$ cat src/rtl/complex_pkg.sv
// Shared defaults and FSM state type for the complex frame accumulator.
package complex_pkg;

  localparam int IN_W_DEF  = 16;
  localparam int ACC_W_DEF = 24;
  localparam int LEN_W_DEF = 8;

  typedef enum logic [1:0] {
    IDLE  = 2'd0,
    ACCUM = 2'd1,
    HOLD  = 2'd2
  } state_e;

endpackage

$ cat src/rtl/complex_acc_if.sv
// Streaming bus of the complex accumulator: product samples in, frame sums out.
interface complex_acc_if #(
  parameter int IN_W  = 16,
  parameter int ACC_W = 24,
  parameter int LEN_W = 8
);

  logic                    in_valid;
  logic                    in_ready;
  logic signed [IN_W-1:0]  in_real;
  logic signed [IN_W-1:0]  in_imag;
  logic [LEN_W-1:0]        len;
  logic                    out_valid;
  logic                    out_ready;
  logic signed [ACC_W-1:0] out_real;
  logic signed [ACC_W-1:0] out_imag;
  logic                    out_ovf;

  modport slave (
    input  in_valid, in_real, in_imag, len, out_ready,
    output in_ready, out_valid, out_real, out_imag, out_ovf
  );

  modport master (
    output in_valid, in_real, in_imag, len, out_ready,
    input  in_ready, out_valid, out_real, out_imag, out_ovf
  );

endinterface

$ cat src/rtl/complex_acc_sat_add.sv
// Signed saturating adder; clamps to the W-bit range and flags any clamp.
module sat_add #(
  parameter int W = 24
) (
  input  logic signed [W-1:0] a_i,
  input  logic signed [W-1:0] b_i,
  output logic signed [W-1:0] sum_o,
  output logic                ovf_o
);

  logic [W:0] full;

  // One guard bit: overflow shows up as disagreement between the top two bits.
  assign full = {a_i[W-1], a_i} + {b_i[W-1], b_i};

  always_comb begin
    ovf_o = full[W] ^ full[W-1];
    sum_o = full[W-1:0];
    if (ovf_o) begin
      sum_o = full[W] ? {1'b1, {(W-1){1'b0}}} : {1'b0, {(W-1){1'b1}}};
    end
  end

endmodule

$ cat src/rtl/complex_acc.sv
// Accumulates a frame of complex products with per-component saturation,
// then holds the sum until the downstream consumer takes it.
module complex_acc
  import complex_pkg::*;
#(
  parameter int IN_W  = IN_W_DEF,
  parameter int ACC_W = ACC_W_DEF,
  parameter int LEN_W = LEN_W_DEF
) (
  input  logic          clk,
  input  logic          rst,
  complex_acc_if.slave  bus
);

  state_e                  state_q, state_d;
  logic signed [ACC_W-1:0] acc_re_q, acc_re_d;
  logic signed [ACC_W-1:0] acc_im_q, acc_im_d;
  logic [LEN_W-1:0]        cnt_q, cnt_d;
  logic [LEN_W-1:0]        len_q, len_d;
  logic                    ovf_q, ovf_d;

  logic signed [ACC_W-1:0] smp_re, smp_im, sum_re, sum_im;
  logic                    ovf_re, ovf_im;
  logic [LEN_W-1:0]        cnt_inc;
  logic                    in_fire, out_fire;

  assign smp_re  = ACC_W'(bus.in_real);
  assign smp_im  = ACC_W'(bus.in_imag);
  assign cnt_inc = cnt_q + 1'b1;

  sat_add #(.W(ACC_W)) u_sat_re (
    .a_i   (acc_re_q),
    .b_i   (smp_re),
    .sum_o (sum_re),
    .ovf_o (ovf_re)
  );

  sat_add #(.W(ACC_W)) u_sat_im (
    .a_i   (acc_im_q),
    .b_i   (smp_im),
    .sum_o (sum_im),
    .ovf_o (ovf_im)
  );

  assign bus.in_ready  = (state_q != HOLD);
  assign bus.out_valid = (state_q == HOLD);
  assign bus.out_real  = acc_re_q;
  assign bus.out_imag  = acc_im_q;
  assign bus.out_ovf   = ovf_q;

  assign in_fire  = bus.in_valid && bus.in_ready;
  assign out_fire = bus.out_valid && bus.out_ready;

  always_comb begin
    state_d  = state_q;
    acc_re_d = acc_re_q;
    acc_im_d = acc_im_q;
    cnt_d    = cnt_q;
    len_d    = len_q;
    ovf_d    = ovf_q;
    case (state_q)
      IDLE: begin
        if (in_fire) begin
          // A zero length would never close the frame, so it counts as one.
          len_d    = (bus.len == '0) ? LEN_W'(1) : bus.len;
          acc_re_d = smp_re;
          acc_im_d = smp_im;
          cnt_d    = LEN_W'(1);
          ovf_d    = 1'b0;
          state_d  = (len_d == LEN_W'(1)) ? HOLD : ACCUM;
        end
      end
      ACCUM: begin
        if (in_fire) begin
          acc_re_d = sum_re;
          acc_im_d = sum_im;
          cnt_d    = cnt_inc;
          ovf_d    = ovf_q | ovf_re | ovf_im;
          if (cnt_inc == len_q) begin
            state_d = HOLD;
          end
        end
      end
      HOLD: begin
        if (out_fire) begin
          state_d = IDLE;
          ovf_d   = 1'b0;
        end
      end
      default: state_d = IDLE;
    endcase
  end

  always_ff @(posedge clk) begin
    if (rst) begin
      state_q  <= IDLE;
      acc_re_q <= '0;
      acc_im_q <= '0;
      cnt_q    <= '0;
      len_q    <= '0;
      ovf_q    <= 1'b0;
    end else begin
      state_q  <= state_d;
      acc_re_q <= acc_re_d;
      acc_im_q <= acc_im_d;
      cnt_q    <= cnt_d;
      len_q    <= len_d;
      ovf_q    <= ovf_d;
    end
  end

endmodule

$ cat src/flat_wrapper.sv
// flat-port wrapper written by rule: the top's interface ports become plain ports
module complex_acc_flat import complex_pkg::*;
#(
  parameter int IN_W  = IN_W_DEF,
  parameter int ACC_W = ACC_W_DEF,
  parameter int LEN_W = LEN_W_DEF
)
  (clk, rst, bus_in_valid, bus_in_real, bus_in_imag, bus_len, bus_out_ready, bus_in_ready, bus_out_valid, bus_out_real, bus_out_imag, bus_out_ovf);
  complex_acc_if #(.IN_W(IN_W), .ACC_W(ACC_W), .LEN_W(LEN_W)) bus_i ();
  input  logic clk;
  input  logic rst;
  input wire logic [$bits(bus_i.in_valid)-1:0] bus_in_valid;
  input wire logic [$bits(bus_i.in_real)-1:0] bus_in_real;
  input wire logic [$bits(bus_i.in_imag)-1:0] bus_in_imag;
  input wire logic [$bits(bus_i.len)-1:0] bus_len;
  input wire logic [$bits(bus_i.out_ready)-1:0] bus_out_ready;
  output wire logic [$bits(bus_i.in_ready)-1:0] bus_in_ready;
  output wire logic [$bits(bus_i.out_valid)-1:0] bus_out_valid;
  output wire logic [$bits(bus_i.out_real)-1:0] bus_out_real;
  output wire logic [$bits(bus_i.out_imag)-1:0] bus_out_imag;
  output wire logic [$bits(bus_i.out_ovf)-1:0] bus_out_ovf;
  assign bus_i.in_valid = bus_in_valid;
  assign bus_i.in_real = bus_in_real;
  assign bus_i.in_imag = bus_in_imag;
  assign bus_i.len = bus_len;
  assign bus_i.out_ready = bus_out_ready;
  assign bus_in_ready = bus_i.in_ready;
  assign bus_out_valid = bus_i.out_valid;
  assign bus_out_real = bus_i.out_real;
  assign bus_out_imag = bus_i.out_imag;
  assign bus_out_ovf = bus_i.out_ovf;
  complex_acc #(.IN_W(IN_W), .ACC_W(ACC_W), .LEN_W(LEN_W)) u_core (.clk(clk), .rst(rst), .bus(bus_i));
endmodule
$ cat config.mk
export PLATFORM = sky130hd
export DESIGN_NAME = complex_acc_flat
export DESIGN_NICKNAME = d
export VERILOG_FILES = /design/src/rtl/complex_pkg.sv /design/src/rtl/complex_acc_if.sv /design/src/rtl/complex_acc_sat_add.sv /design/src/rtl/complex_acc.sv /design/src/flat_wrapper.sv
export SDC_FILE = /design/constraint.sdc
export NUM_CORES = 1
export LEC_CHECK = 0
export ABC_AREA = 0
export BUFFER_PORTS_ARGS = -buffer_cell sky130_fd_sc_hd__buf_4
export CORE_MARGIN = 3
export CORE_UTILIZATION = 42
export CTS_BUF_LIST = sky130_fd_sc_hd__clkbuf_8
export CTS_CLUSTER_SIZE = 20
export DETAILED_ROUTE_END_ITERATION = 10
export HOLD_SLACK_MARGIN = 0.05
export PLACE_DENSITY_LB_ADDON = 0.3
export SLEW_MARGIN = 10
export SYNTH_ARGS = -nofsm -noshare
export SYNTH_HDL_FRONTEND = slang
export SYNTH_SLANG_ARGS = --single-unit
$ cat constraint.sdc
create_clock -name clk -period 3.7 [get_ports clk]
set_clock_uncertainty 0.2 [all_clocks]
set_input_delay 0.37 -clock clk [delete_from_list [all_inputs] [get_ports clk]]
set_output_delay 0.37 -clock clk [all_outputs]
set_load 0.005 [all_outputs]
* Yosys cells after proc, flatten, opt, wreduce, memory -nomap -nowiden
Index checks and enable logic that the tools add are counted.
W data, S select, Z words.
** Operators by class
- Add/subtract/negate cells :: 3
- Multiply operators :: 0
- Divide/modulo/power cells :: 0
- $lt $le $gt $ge :: 0
- Equal/unequal tests :: 9
- Shifts and indexed selects :: 0
- Mux-type cells :: 24
- Bitwise logic cells :: 4
- Reduce and logical (&&, ||, !) cells :: 10
** Operators with widths (number)
- $mux W24 :: 8
- $pmux W24 S2 :: 2
- $add A24 B16 Y25 :: 2
- $mux W8 :: 3
- $pmux W8 S2 :: 1
- $mux W2 :: 5
- $add A8 B1 Y8 const B :: 1
- $eq A8 B1 Y1 const B :: 1
- $eq A8 B8 Y1 :: 1
- $logic_not A8 Y1 :: 1
- $reduce_and A4 Y1 :: 2
- $ne A2 B1 Y1 const B :: 3
- $pmux W2 S3 :: 1
- $ne A2 B2 Y1 const B :: 2
- $mux W1 :: 3
- $pmux W1 S3 :: 1
- $reduce_and A3 Y1 :: 1
- $reduce_bool A3 Y1 :: 1
- $eq A2 B1 Y1 const B :: 1
- $eq A2 B2 Y1 const B :: 1
- $logic_and A1 B1 Y1 :: 2
- $logic_not A2 Y1 :: 1
- $or A1 B1 Y1 :: 2
- $reduce_and A2 Y1 :: 1
- 2 further kinds :: 3
** Storage, ports and cells
- Flip-flop bits (word level) :: 67
- Latch bits :: 0
- Memory bits (writable) :: 0
- Bits in read-only memories :: 0
- Bits of input ports :: 44
- Logic and storage cells :: 56
- Memories kept :: 0

* Longest topological paths before layout
Gate-level depths: netlist (run 1).
- Word-level depth :: 6
- Mapped depth :: 13
- Mapped depth without buffers :: 11

* By module
A second synthesis (run 1) with hierarchy kept.
** Second synthesis, totals
- Cell total of the unflattened synthesis :: 878
- Area total of the unflattened synthesis :: 6635.1 um^2
** Modules (own cells, without submodules)
- complex_acc :: instances 1, cells an instance 347, area an instance 3026.7 um^2, seq. area each 1341.3 um^2
- sat_add (u_core.u_sat_im) :: instances 1, cells an instance 282, area an instance 1911.8 um^2, seq. area each 0.0 um^2
- sat_add (u_core.u_sat_re) :: instances 1, cells an instance 249, area an instance 1696.6 um^2, seq. area each 0.0 um^2

* Least setup slack after synthesis (run 1)
OpenSTA, ideal clock, no wires.
- Path kind :: input port to flip-flop
- Start point :: input port bus_in_real[7]
- End point :: register u_core.acc_re_q[16] (netlist: u_core.bus.out_real[16])
- Arrival :: 2.873 ns
- Required time :: 3.378 ns
- Path slack :: 0.505 ns
- Cell stages on the path :: 10
- Path buffers :: 1
- Path through :: ha_1 > nand2_1 > or3_1 > or3_1 > a311o_1 > and2_1 > a311o_1 > buf_6 > nor3b_1 > a221o_1
** Between the ends
- Longest elaborated chain between the ends :: 5
- Elaborated cells on any way between the ends :: 6
- Those cells by class :: add/sub: 1; mux: 4; bitwise: 1
** RTL lines
- start, declared :: line flat_wrapper.sv:13 : input wire logic [$bits(bus_i.in_real)-1:0] bus_in_real;
- $add A24 B16 Y25 (*) :: line complex_acc_sat_add.sv:14 : assign full = {a_i[W-1], a_i} + {b_i[W-1], b_i};
- $mux W24 / $xor A1 B1 Y1 (equally long branches) :: line complex_acc_sat_add.sv:20, complex_acc_sat_add.sv:17
- $mux W24 (*) :: line complex_acc_sat_add.sv:19 : if (ovf_o) begin
- $mux W24 (*) :: line complex_acc.sv:74 : if (in_fire) begin
- $pmux W24 S2 (*) :: line complex_acc.sv:61 : case (state_q)
- end signal, assigned :: line complex_acc.sv:104 : acc_re_q <= acc_re_d;
- end, declared :: line complex_acc.sv:16 : logic signed [ACC_W-1:0] acc_re_q, acc_re_d;
Mark *: on every way between the ends. The rest lies on a longest branch, timed or not. The select of a mux whose other input is x is not followed.
A chain may end at the register's enable or synchronous reset.

* Worst setup path after layout (run 1)
- Start point :: register u_core.acc_re_q[1] (netlist: u_core.bus.out_real[1])
- End point :: register u_core.acc_re_q[8] (netlist: u_core.bus.out_real[8])
** Between the ends
- Longest elaborated chain between the ends :: 5
- Elaborated cells on any way between the ends :: 6
- Those cells by class :: add/sub: 1; mux: 4; bitwise: 1
** RTL lines (line)
- $add A24 B16 Y25 (*) :: complex_acc_sat_add.sv:14
- $mux W24 / $xor A1 B1 Y1 (equally long branches) :: complex_acc_sat_add.sv:20, complex_acc_sat_add.sv:17
- $mux W24 (*) :: complex_acc_sat_add.sv:19
- $mux W24 (*) :: complex_acc.sv:74
- $pmux W24 S2 (*) :: complex_acc.sv:61
Marked as above.

==> results of run 1 <==
area by class of cell:
class | instances | area, um2
Sequential cell | 67 | 1340
Clock inverter | 7 | 124
Timing Repair Buffer | 128 | 1000
Multi-Input combinational cell | 628 | 4090
Inverter | 18 | 67.6
Tap cell | 172 | 215
Clock buffer | 9 | 124
Fill cell | 1272 | 5910
state kept, by name, summed over array words and instances (netlist names):
name                 count
u_core.bus.out_imag     24
u_core.bus.out_real     24
u_core.cnt_q             8
u_core.len_q             8
u_core.state_q           2
u_core.bus.out_ovf       1
where the power goes:
| part | switching, uW | internal [uW] |
|---|---|---|
| clock | 328 | 453 |
| sequential | 79.0 | 805 |
| combinational | 726 | 609 |
| total | 1130 | 1870 |
routing by layer:
| metal | share of wire (%) | GRT usage (%) | vias to the layer above |
|---|---|---|---|
| li1 | - | - | 3009 |
| met1 | 47 | 28.4 | 2784 |
| met2 | 47 | 36.5 | 166 |
| met3 | 5.1 | 4.41 | 17 |
| met4 | 1.5 | 7.07 | 0 |
| met5 | 0 | 0 | - |
logic make-up after synthesis:
family / share of synthesized area (%)
compound gates: 32.1
simple gates: 21.1
buf+inv: 3.82
mux: 0.556
xor+xnor: 7.00
fa+ha+maj: 11.6
flops: 23.8
repair_timing:
| item | CTS | global route |
|---|---|---|
| endpoints found under the hold margin | 7 | 0 |
| hold buffers | 7 | 0 |
| setup endpoints to repair | 0 | 6 |
| gates resized for setup | 0 | 2 |
cell usage in the layout, fill, tap and decap left out, types with 11 or more instances in the layout:
master	synthesis	final
nand3_1	18	18
dfxtp_1	67	67
ha_1	49	49
a211oi_1	14	14
o21ai_0	64	64
buf_4	1	119
a21o_1	21	21
a221oi_1	18	18
nor3_1	17	17
xor2_1	18	18
a31oi_1	11	11
a21oi_1	71	71
xnor2_1	27	27
nand2_1	97	97
nand2b_1	13	13
nor2_1	54	54
inv_1	18	18
stage by stage:
step	setup WS [ps]	cells	total power (uW)
global route	124	1029	3210
detailed placement	66.6	1006	2210
global placement	102	1006	2200
floorplan	505	749	1770
CTS	182	1029	3010
finish	281	1029	3000
worst max-delay path: stages, from the launching register on:
cell,delay [ps]
dfxtp_1,350
ha_1,320
a211o_1,340
a2111oi_2,450
or3_1,190
nand3_1,170
a211o_1,320
o21ai_1,300
buf_4,230
o2111ai_1,150
a221oi_1,300
worst max-delay path by stage:
| stage | from | to | slack (ps) | depth (start not counted) |
|---|---|---|---|---|
| 4_1_cts | u_core.bus.out_real[6] | u_core.bus.out_real[4] | 180 | 9 |
| 5_1_grt | u_core.bus.out_real[6] | u_core.bus.out_real[20] | 120 | 10 |
| 3_5_place_dp | bus_in_real[5] | u_core.bus.out_real[4] | 70 | 10 |
| 3_3_place_gp | bus_in_real[5] | u_core.bus.out_real[9] | 100 | 10 |
| 6_report | u_core.bus.out_real[1] | u_core.bus.out_real[8] | 280 | 10 |
| 2_1_floorplan | bus_in_real[7] | u_core.bus.out_real[16] | 500 | 10 |
==> results.sh, run 1 <==
export IMPL_setup_tns_ps=0
export IMPL_synth_nets=844
export IMPL_r2r_start="u_core.bus.out_real[1]"
export IMPL_synth_cells=749
export IMPL_layout_min_cycle_time_ps=3420
export IMPL_final_cell_area_um2=6960
export IMPL_post_cts_buffers=0
export IMPL_worstPathArrival_ps=3490
export IMPL_synthTopCellsByCount="97 x nand2_1, 71 x a21oi_1, 67 x dfxtp_1"
export IMPL_vias_per_cell=5.81
export IMPL_path_max_fanout=7
export IMPL_pin_count=95
export IMPL_yosysMostFrequentCell="nand2_1"
export IMPL_synth_edf_count=0
export IMPL_ys_types=64
export IMPL_hold_class="in -> reg"
export IMPL_cts_path_max_buffers=2
export IMPL_cts_tree="yes"
export IMPL_r2r_end="u_core.bus.out_real[8]"
export IMPL_worst_setup_path_end_kind="flop"
export IMPL_dieHeight_um=122
export IMPL_numClockSinks=67
export IMPL_clk_pin_slew_ps=80
export IMPL_r2r_cells=10
export IMPL_slew_violations=0
export IMPL_drv_cap=0
export IMPL_p_leak_uw=0.00311
export IMPL_final_layout_size_suffix_gt1_share_pct=17.5
export IMPL_ys_top_cells_by_area="dfxtp_1 24%, ha_1 11%, nand2_1 6.5%"
export IMPL_synth_top_area_share_pct=23.8
export IMPL_cts_max_level=3
export IMPL_whs_endpoint="u_core.state_q[1]"
export IMPL_port_buffers=94
export IMPL_clk_insertion_delay_late_ps=370
export IMPL_drt_wl_total_um=16200
export IMPL_hold_viol_final=0
export IMPL_min_path_cells=3
export IMPL_hpwl_um=11700
export IMPL_synth_area_um2=5630
export IMPL_cts_root_buf="clkbuf_8"
export IMPL_overflow=0
export IMPL_async_reset_ff_share_pct=0
export IMPL_min_from="bus_out_ready"
export IMPL_area_growth_pct=23.7
export IMPL_ant_nets=0
export IMPL_worstMarginPinSlew_ps=777
export IMPL_gp_congestion=0.874
export IMPL_numCtsBuffers=9
export IMPL_start_util_pct=43.7
export IMPL_grt_antenna_before_repair=0
export IMPL_routedWlPerCell_um=15.7
export IMPL_diodes=0
export IMPL_reg2reg_slack_ps=280
export IMPL_rsz0062_at_grt="no"
export IMPL_crit_path_start_kind="flop"
export IMPL_p_per_area_nw_per_um2=431
export IMPL_grt_total_usage_pct=21.9
export IMPL_dieWidth_um=122
export IMPL_grt_max_degree=56
export IMPL_drcViolationCount=0
export IMPL_ys_seq_elements=67
export IMPL_grt_pass1_wl_um=26600
export IMPL_ir_worst_vdd_v=0.000285
export IMPL_core_rowCount=41
export IMPL_seq_area_frac_synth_pct=23.8
export IMPL_synth_flop_cell="dfxtp_1"
export IMPL_holdWs_ps=79.3
export IMPL_coreArea_um2=12900
export IMPL_outcome="finished, final reports clean"
export IMPL_yosys_area_top_type="dfxtp_1"
export IMPL_dr_pass1_iters=5
export IMPL_nNetsFinal=947
export IMPL_grt_pass1_vias=5562
export IMPL_fin_crit_sh_pct=92.4
export IMPL_num_vias=5976
export IMPL_max_freq_mhz=292
export IMPL_cp_data_required_time_ps=3770
export IMPL_report_final_setup_viol=0
export IMPL_die_area_um2=14800
export IMPL_placed_area_um2=6630
export IMPL_yosysWarnings=0
export IMPL_drtIter0Drc=494
export IMPL_slew_headroom_pct=47.9
export IMPL_avgSynthCellArea_um2=7.52
export IMPL_fin_util_pct=54.1
export IMPL_criticalPathCategory="reg -> reg"
No activity file was read; power rests on OpenSTA's default activity.
==> run 2: changes to the inputs <==
--- a/config.mk
+++ b/config.mk
@@ -8,12 +8,13 @@
 export ABC_AREA = 0
 export BUFFER_PORTS_ARGS = -buffer_cell sky130_fd_sc_hd__buf_4
 export CORE_MARGIN = 3
-export CORE_UTILIZATION = 42
+export CORE_UTILIZATION = 59
 export CTS_BUF_LIST = sky130_fd_sc_hd__clkbuf_8
 export CTS_CLUSTER_SIZE = 20
 export DETAILED_ROUTE_END_ITERATION = 10
 export HOLD_SLACK_MARGIN = 0.05
 export PLACE_DENSITY_LB_ADDON = 0.3
+export REMOVE_ABC_BUFFERS = 1
 export SLEW_MARGIN = 10
 export SYNTH_ARGS = -nofsm -noshare
 export SYNTH_HDL_FRONTEND = slang
==> results.sh, run 2 (synthesized netlist as in run 1, its figures left out) <==
export IMPL_path_max_fanout=13
export IMPL_grtUsageMet3_pct=4.92
export IMPL_coreArea_um2=9240
export IMPL_worstPathArrival_ps=3520
export IMPL_num_vias=6108
export IMPL_cp_endpoint="u_core.bus.out_imag[15]"
export IMPL_drcViolationCount=0
export IMPL_ir_worst_vdd_v=0.000248
export IMPL_cts_root_buf="clkbuf_8"
export IMPL_pin_count=95
export IMPL_vias_per_cell=6.32
export IMPL_fin_crit_sh_pct=93.7
export IMPL_p_leak_uw=0.00299
export IMPL_placed_cells=950
export IMPL_dieWidth_um=104
export IMPL_criticalPathCategory="reg -> reg"
export IMPL_grt_max_degree=56
export IMPL_final_cell_mix="108 x buf_4, 97 x nand2_1, 71 x a21oi_1"
export IMPL_final_cell_area_um2=6670
export IMPL_outcome="finished, final reports clean"
export IMPL_ant_nets=0
export IMPL_clk_insertion_delay_late_ps=350
export IMPL_setup_tns_ps=0
export IMPL_cts_max_level=3
export IMPL_die_area_um2=10800
export IMPL_port_buffers=94
export IMPL_cts_hold_buf=0
export IMPL_start_util_pct=60.9
export IMPL_r2r_start="u_core.bus.out_imag[0]"
export IMPL_cts_tree="yes"
export IMPL_p_per_area_nw_per_um2=422
export IMPL_crit_path_start_kind="flop"
export IMPL_overflow=0
export IMPL_finalNonFillerCells=966
export IMPL_power_uw=2820
export IMPL_cts_path_max_buffers=2
export IMPL_drtIter0Drc=318
export IMPL_rsz0062_at_grt="no"
export IMPL_diodes=0
export IMPL_grt_antenna_before_repair=0
export IMPL_r2r_cells=12
export IMPL_hold_class="in -> reg"
export IMPL_gp_congestion=0.976
export IMPL_use_met2_pct=52.4
export IMPL_report_final_setup_viol=0
export IMPL_layout_min_cycle_time_ps=3470
export IMPL_nNetsFinal=927
export IMPL_area_growth_pct=18.4
export IMPL_core_rowCount=35
export IMPL_hold_viol_final=0
export IMPL_slew_headroom_pct=32.1
export IMPL_grt_total_usage_pct=29.0
export IMPL_worstMarginPinSlew_ps=1020
export IMPL_cp_data_required_time_ps=3750
export IMPL_worst_setup_path_end_kind="flop"
export IMPL_grt_pass1_wl_um=26700
export IMPL_max_freq_mhz=288
export IMPL_dr_pass1_iters=5
export IMPL_grt_met1_usage_pct=34.2
export IMPL_final_layout_size_suffix_gt1_share_pct=16.5
export IMPL_numCtsBuffers=9
export IMPL_routedWlPerCell_um=16.6
export IMPL_grt_busiest_layer="met2"
export IMPL_drt_wl_total_um=16000
export IMPL_hpwl_um=11700
export IMPL_r2r_end="u_core.bus.out_imag[15]"
export IMPL_placed_area_um2=6460
export IMPL_reg2reg_slack_ps=230
export IMPL_layout_commonest_cell="buf_4"
export IMPL_clk_pin_slew_ps=80
export IMPL_drv_cap=0
export IMPL_slew_violations=0
export IMPL_startpoint="u_core.bus.out_imag[0]"
export IMPL_grt_pass1_vias=5906
export IMPL_dieHeight_um=104
export IMPL_numClockSinks=67
## run 2: cell count changes in the layout (fill, tap and decap cells not counted), sizes merged
cell	before	now
bufinv	3	1
dlygate4sd3	7	0
buf	121	108
inv	20	18
clkinv	1	4
clkbuf	9	10
## run 2: layout make-up
cell class              instances  area (um2)
flip-flops and latches         67        1340
inverters                      18        67.6
multi-input cells             628        4080
well taps                     129         161
clock buffers                  10         138
clock inverters                 6        65.1
fillers                       751        2570
repair buffers                108         811
## run 2: routing by layer
layer	vias to the layer above	wire length, um
met5	-	0
met1	2828	6520
met2	268	7940
li1	2963	-
met3	49	1170
met4	0	410
## run 2: report_power, final
group / total (uW) / internal, uW / switching (uW)
Combinational: 1290 / 568 / 718
Sequential: 895 / 805 / 89.9
Clock: 636 / 329 / 307
## run 2: worst min-delay path by stage
stage / cells past startpoint / start / to
after detailed placement: 2 / u_core.cnt_q[1] / u_core.cnt_q[1]
final: 3 / bus_len[4] / u_core.len_q[4]
after global routing: 3 / bus_len[4] / u_core.len_q[4]
after CTS: 3 / bus_len[4] / u_core.len_q[4]
after floorplan: 1 / rst / u_core.cnt_q[1]
after global placement: 2 / u_core.len_q[6] / u_core.len_q[6]
## run 2: what timing repair did
item / 4_1_cts / 5_1_grt
setup buffers: 0 / 0
resized for setup: 0 / 2
endpoints found under the setup margin: 0 / 18
## run 2: worst max-delay path, cell delays in order (launching register included)
cell	delay, ps
dfxtp_1	400
ha_1	240
inv_1	80
fa_1	390
nand2b_1	210
a21o_1	210
a21oi_1	270
a41o_1	300
a21o_1	250
mux2_2	200
buf_4	200
nand3_1	100
a211oi_1	310
## run 2: through the flow
step	hold WS (ps)	worst slack, ps	utilization (%)
after floorplan	239	176	-
after global placement	260	199	69.9
after detailed placement	270	42.7	69.9
after CTS	58.2	172	72.1
after global routing	59.1	0.199	72.2
final	69.9	234	72.2
==> run 3: changes to the inputs <==
--- a/config.mk
+++ b/config.mk
@@ -7,6 +7,7 @@
 export LEC_CHECK = 0
 export ABC_AREA = 0
 export BUFFER_PORTS_ARGS = -buffer_cell sky130_fd_sc_hd__buf_4
+export CORE_ASPECT_RATIO = 0.6
 export CORE_MARGIN = 3
 export CORE_UTILIZATION = 59
 export CTS_BUF_LIST = sky130_fd_sc_hd__clkbuf_8
==> results.sh, run 3 (synthesized netlist as in run 1, its figures left out) <==
export IMPL_wl_met2_um=7390
export IMPL_layout_min_cycle_time_ps=3440
export IMPL_p_int_uw=1780
export IMPL_area_growth_pct=20.3
export IMPL_num_vias=6346
export IMPL_grt_total_usage_pct=32.8
export IMPL_highest_layer="met4"
export IMPL_sequentialPowerShare_pct=29.8
export IMPL_core_rowCount=26
export IMPL_clk_insertion_delay_late_ps=370
export IMPL_slew_violations=0
export IMPL_grt_pass1_wl_um=28900
export IMPL_nFillCells=665
export IMPL_criticalPathCategory="reg -> reg"
export IMPL_gp_congestion=0.991
export IMPL_path_delay_family="simple AND/OR/NAND/NOR gates"
export IMPL_p_switching_uw=1190
export IMPL_cp_cell_sequence="ha_1 > nand2_1 > or3_1 > or3_1 > a311o_1 > and2_1 > a311o_2 > nor3b_1 > a221o_1"
export IMPL_outcome="finished, final reports clean"
export IMPL_dieHeight_um=81.7
export IMPL_start_util_pct=63.4
export IMPL_pin_count=95
export IMPL_die_area_um2=10800
export IMPL_fin_crit_sh_pct=93.0
export IMPL_combPwrFrac_pct=45.9
export IMPL_p_per_area_nw_per_um2=439
export IMPL_clockPowerShare_pct=24.4
export IMPL_max_stage_delay_ps=510
export IMPL_hpwl_um=13200
export IMPL_ant_nets=0
export IMPL_place_ws_ps=117
export IMPL_swShare_pct=40.2
export IMPL_overflow=0
export IMPL_worstMarginPinSlew_ps=1060
export IMPL_p_leak_uw=0.00305
export IMPL_final_cell_mix="117 x buf_4, 97 x nand2_1, 70 x a21oi_1"
export IMPL_crit_path_start_kind="flop"
export IMPL_multi_input_area_um2=4090
export IMPL_port_buffers=94
export IMPL_clk_pin_slew_ps=90
export IMPL_dieWidth_um=132
export IMPL_grt_antenna_before_repair=0
export IMPL_numClockSinks=67
export IMPL_register_area_um2=1340
export IMPL_cpMaxStageDelayCell="a311o_2"
export IMPL_setup_ws_ps=260
export IMPL_drcViolationCount=0
export IMPL_drt_wl_total_um=17800
export IMPL_startpoint="u_core.bus.out_real[7]"
export IMPL_nNetsFinal=937
export IMPL_report_final_setup_viol=0
export IMPL_layout_commonest_cell="buf_4"
export IMPL_final_layout_size_suffix_gt1_share_pct=17.6
export IMPL_post_cts_buffers=0
export IMPL_setup_tns_ps=0
export IMPL_path_max_fanout=10
export IMPL_diodes=0
export IMPL_cts_root_buf="clkbuf_8"
export IMPL_cp_data_required_time_ps=3760
export IMPL_wirelength_met1_um=8040
export IMPL_worstPathArrival_ps=3500
export IMPL_vias_per_cell=6.52
export IMPL_routedWlPerCell_um=18.3
export IMPL_ir_worst_vdd_v=0.000269
export IMPL_fin_util_pct=76.3
export IMPL_grt_pass1_vias=5788
export IMPL_dr_pass1_iters=5
export IMPL_holdWs_ps=71.7
export IMPL_crit_top_cell="or3_1"
export IMPL_cts_path_max_buffers=2
export IMPL_worst_setup_path_end_kind="flop"
export IMPL_numCtsBuffers=9
export IMPL_cts_max_level=3
export IMPL_grt_max_degree=56
export IMPL_rsz0062_at_grt="no"
export IMPL_path_buf_inv=0
export IMPL_drv_cap=0
export IMPL_max_freq_mhz=291
export IMPL_hold_viol_final=0
export IMPL_min_from="bus_len[1]"
export IMPL_hold_class="in -> reg"
export IMPL_slew_headroom_pct=29.1
export IMPL_drtIter0Drc=768
export IMPL_r2r_start="u_core.bus.out_real[7]"
export IMPL_cts_tree="yes"
export IMPL_coreArea_um2=8880
export IMPL_wl_met3_um=2080
-- run 3: final cells by class --
cell class | instances | area share, %
Sequential cell | 67 | 19.8
Inverter | 18 | 0.998
Tap cell | 126 | 2.33
Clock inverter | 7 | 1.50
Multi-Input combinational cell | 628 | 60.4
Timing Repair Buffer | 118 | 13.1
Clock buffer | 9 | 1.83
-- run 3: per-stage QoR --
stage | instance area, um2 | total power (uW) | cells
2_1_floorplan | 5480 | 1740 | 713
3_3_place_gp | 6520 | 2160 | 956
3_5_place_dp | 6520 | 2210 | 956
4_1_cts | 6760 | 2930 | 973
5_1_grt | 6770 | 3130 | 973
6_report | 6770 | 2970 | 973
-- run 3: worst reg2reg max path, delay by kind of cell (launching register included) --
kind            cells  cell delay [ps]
simple gates        5             1270
flops               1              340
compound gates      3             1130
fa+ha+maj           1              400
-- run 3: routing by layer --
metal | track usage (%) | up-vias
met5 | 0 | -
met4 | 8.49 | 0
met3 | 7.96 | 41
met2 | 50.3 | 393
met1 | 46.5 | 2938
li1 | - | 2974
-- run 3: power groups by stage --
stage	logic, uW	clock network, uW	registers, uW
global route	1490	751	895
detailed placement	1310	0	898
floorplan	844	0	899
CTS	1320	720	883
global placement	1270	0	895
finish	1360	725	885
-- run 3: path summary, 6_finish.rpt --
kind,endpoint,slack [ps],cells after the start
max reg2reg,u_core.bus.out_real[20],260,9
min,u_core.len_q[1],70,3
min reg2reg,u_core.len_q[3],270,2
max,u_core.bus.out_real[20],260,9
-- run 3: timing repair --
item | CTS | global route
endpoints found under the setup margin | 0 | 24
resized for setup | 0 | 4
hold buffers | 1 | 0
hold endpoints to repair | 1 | 0
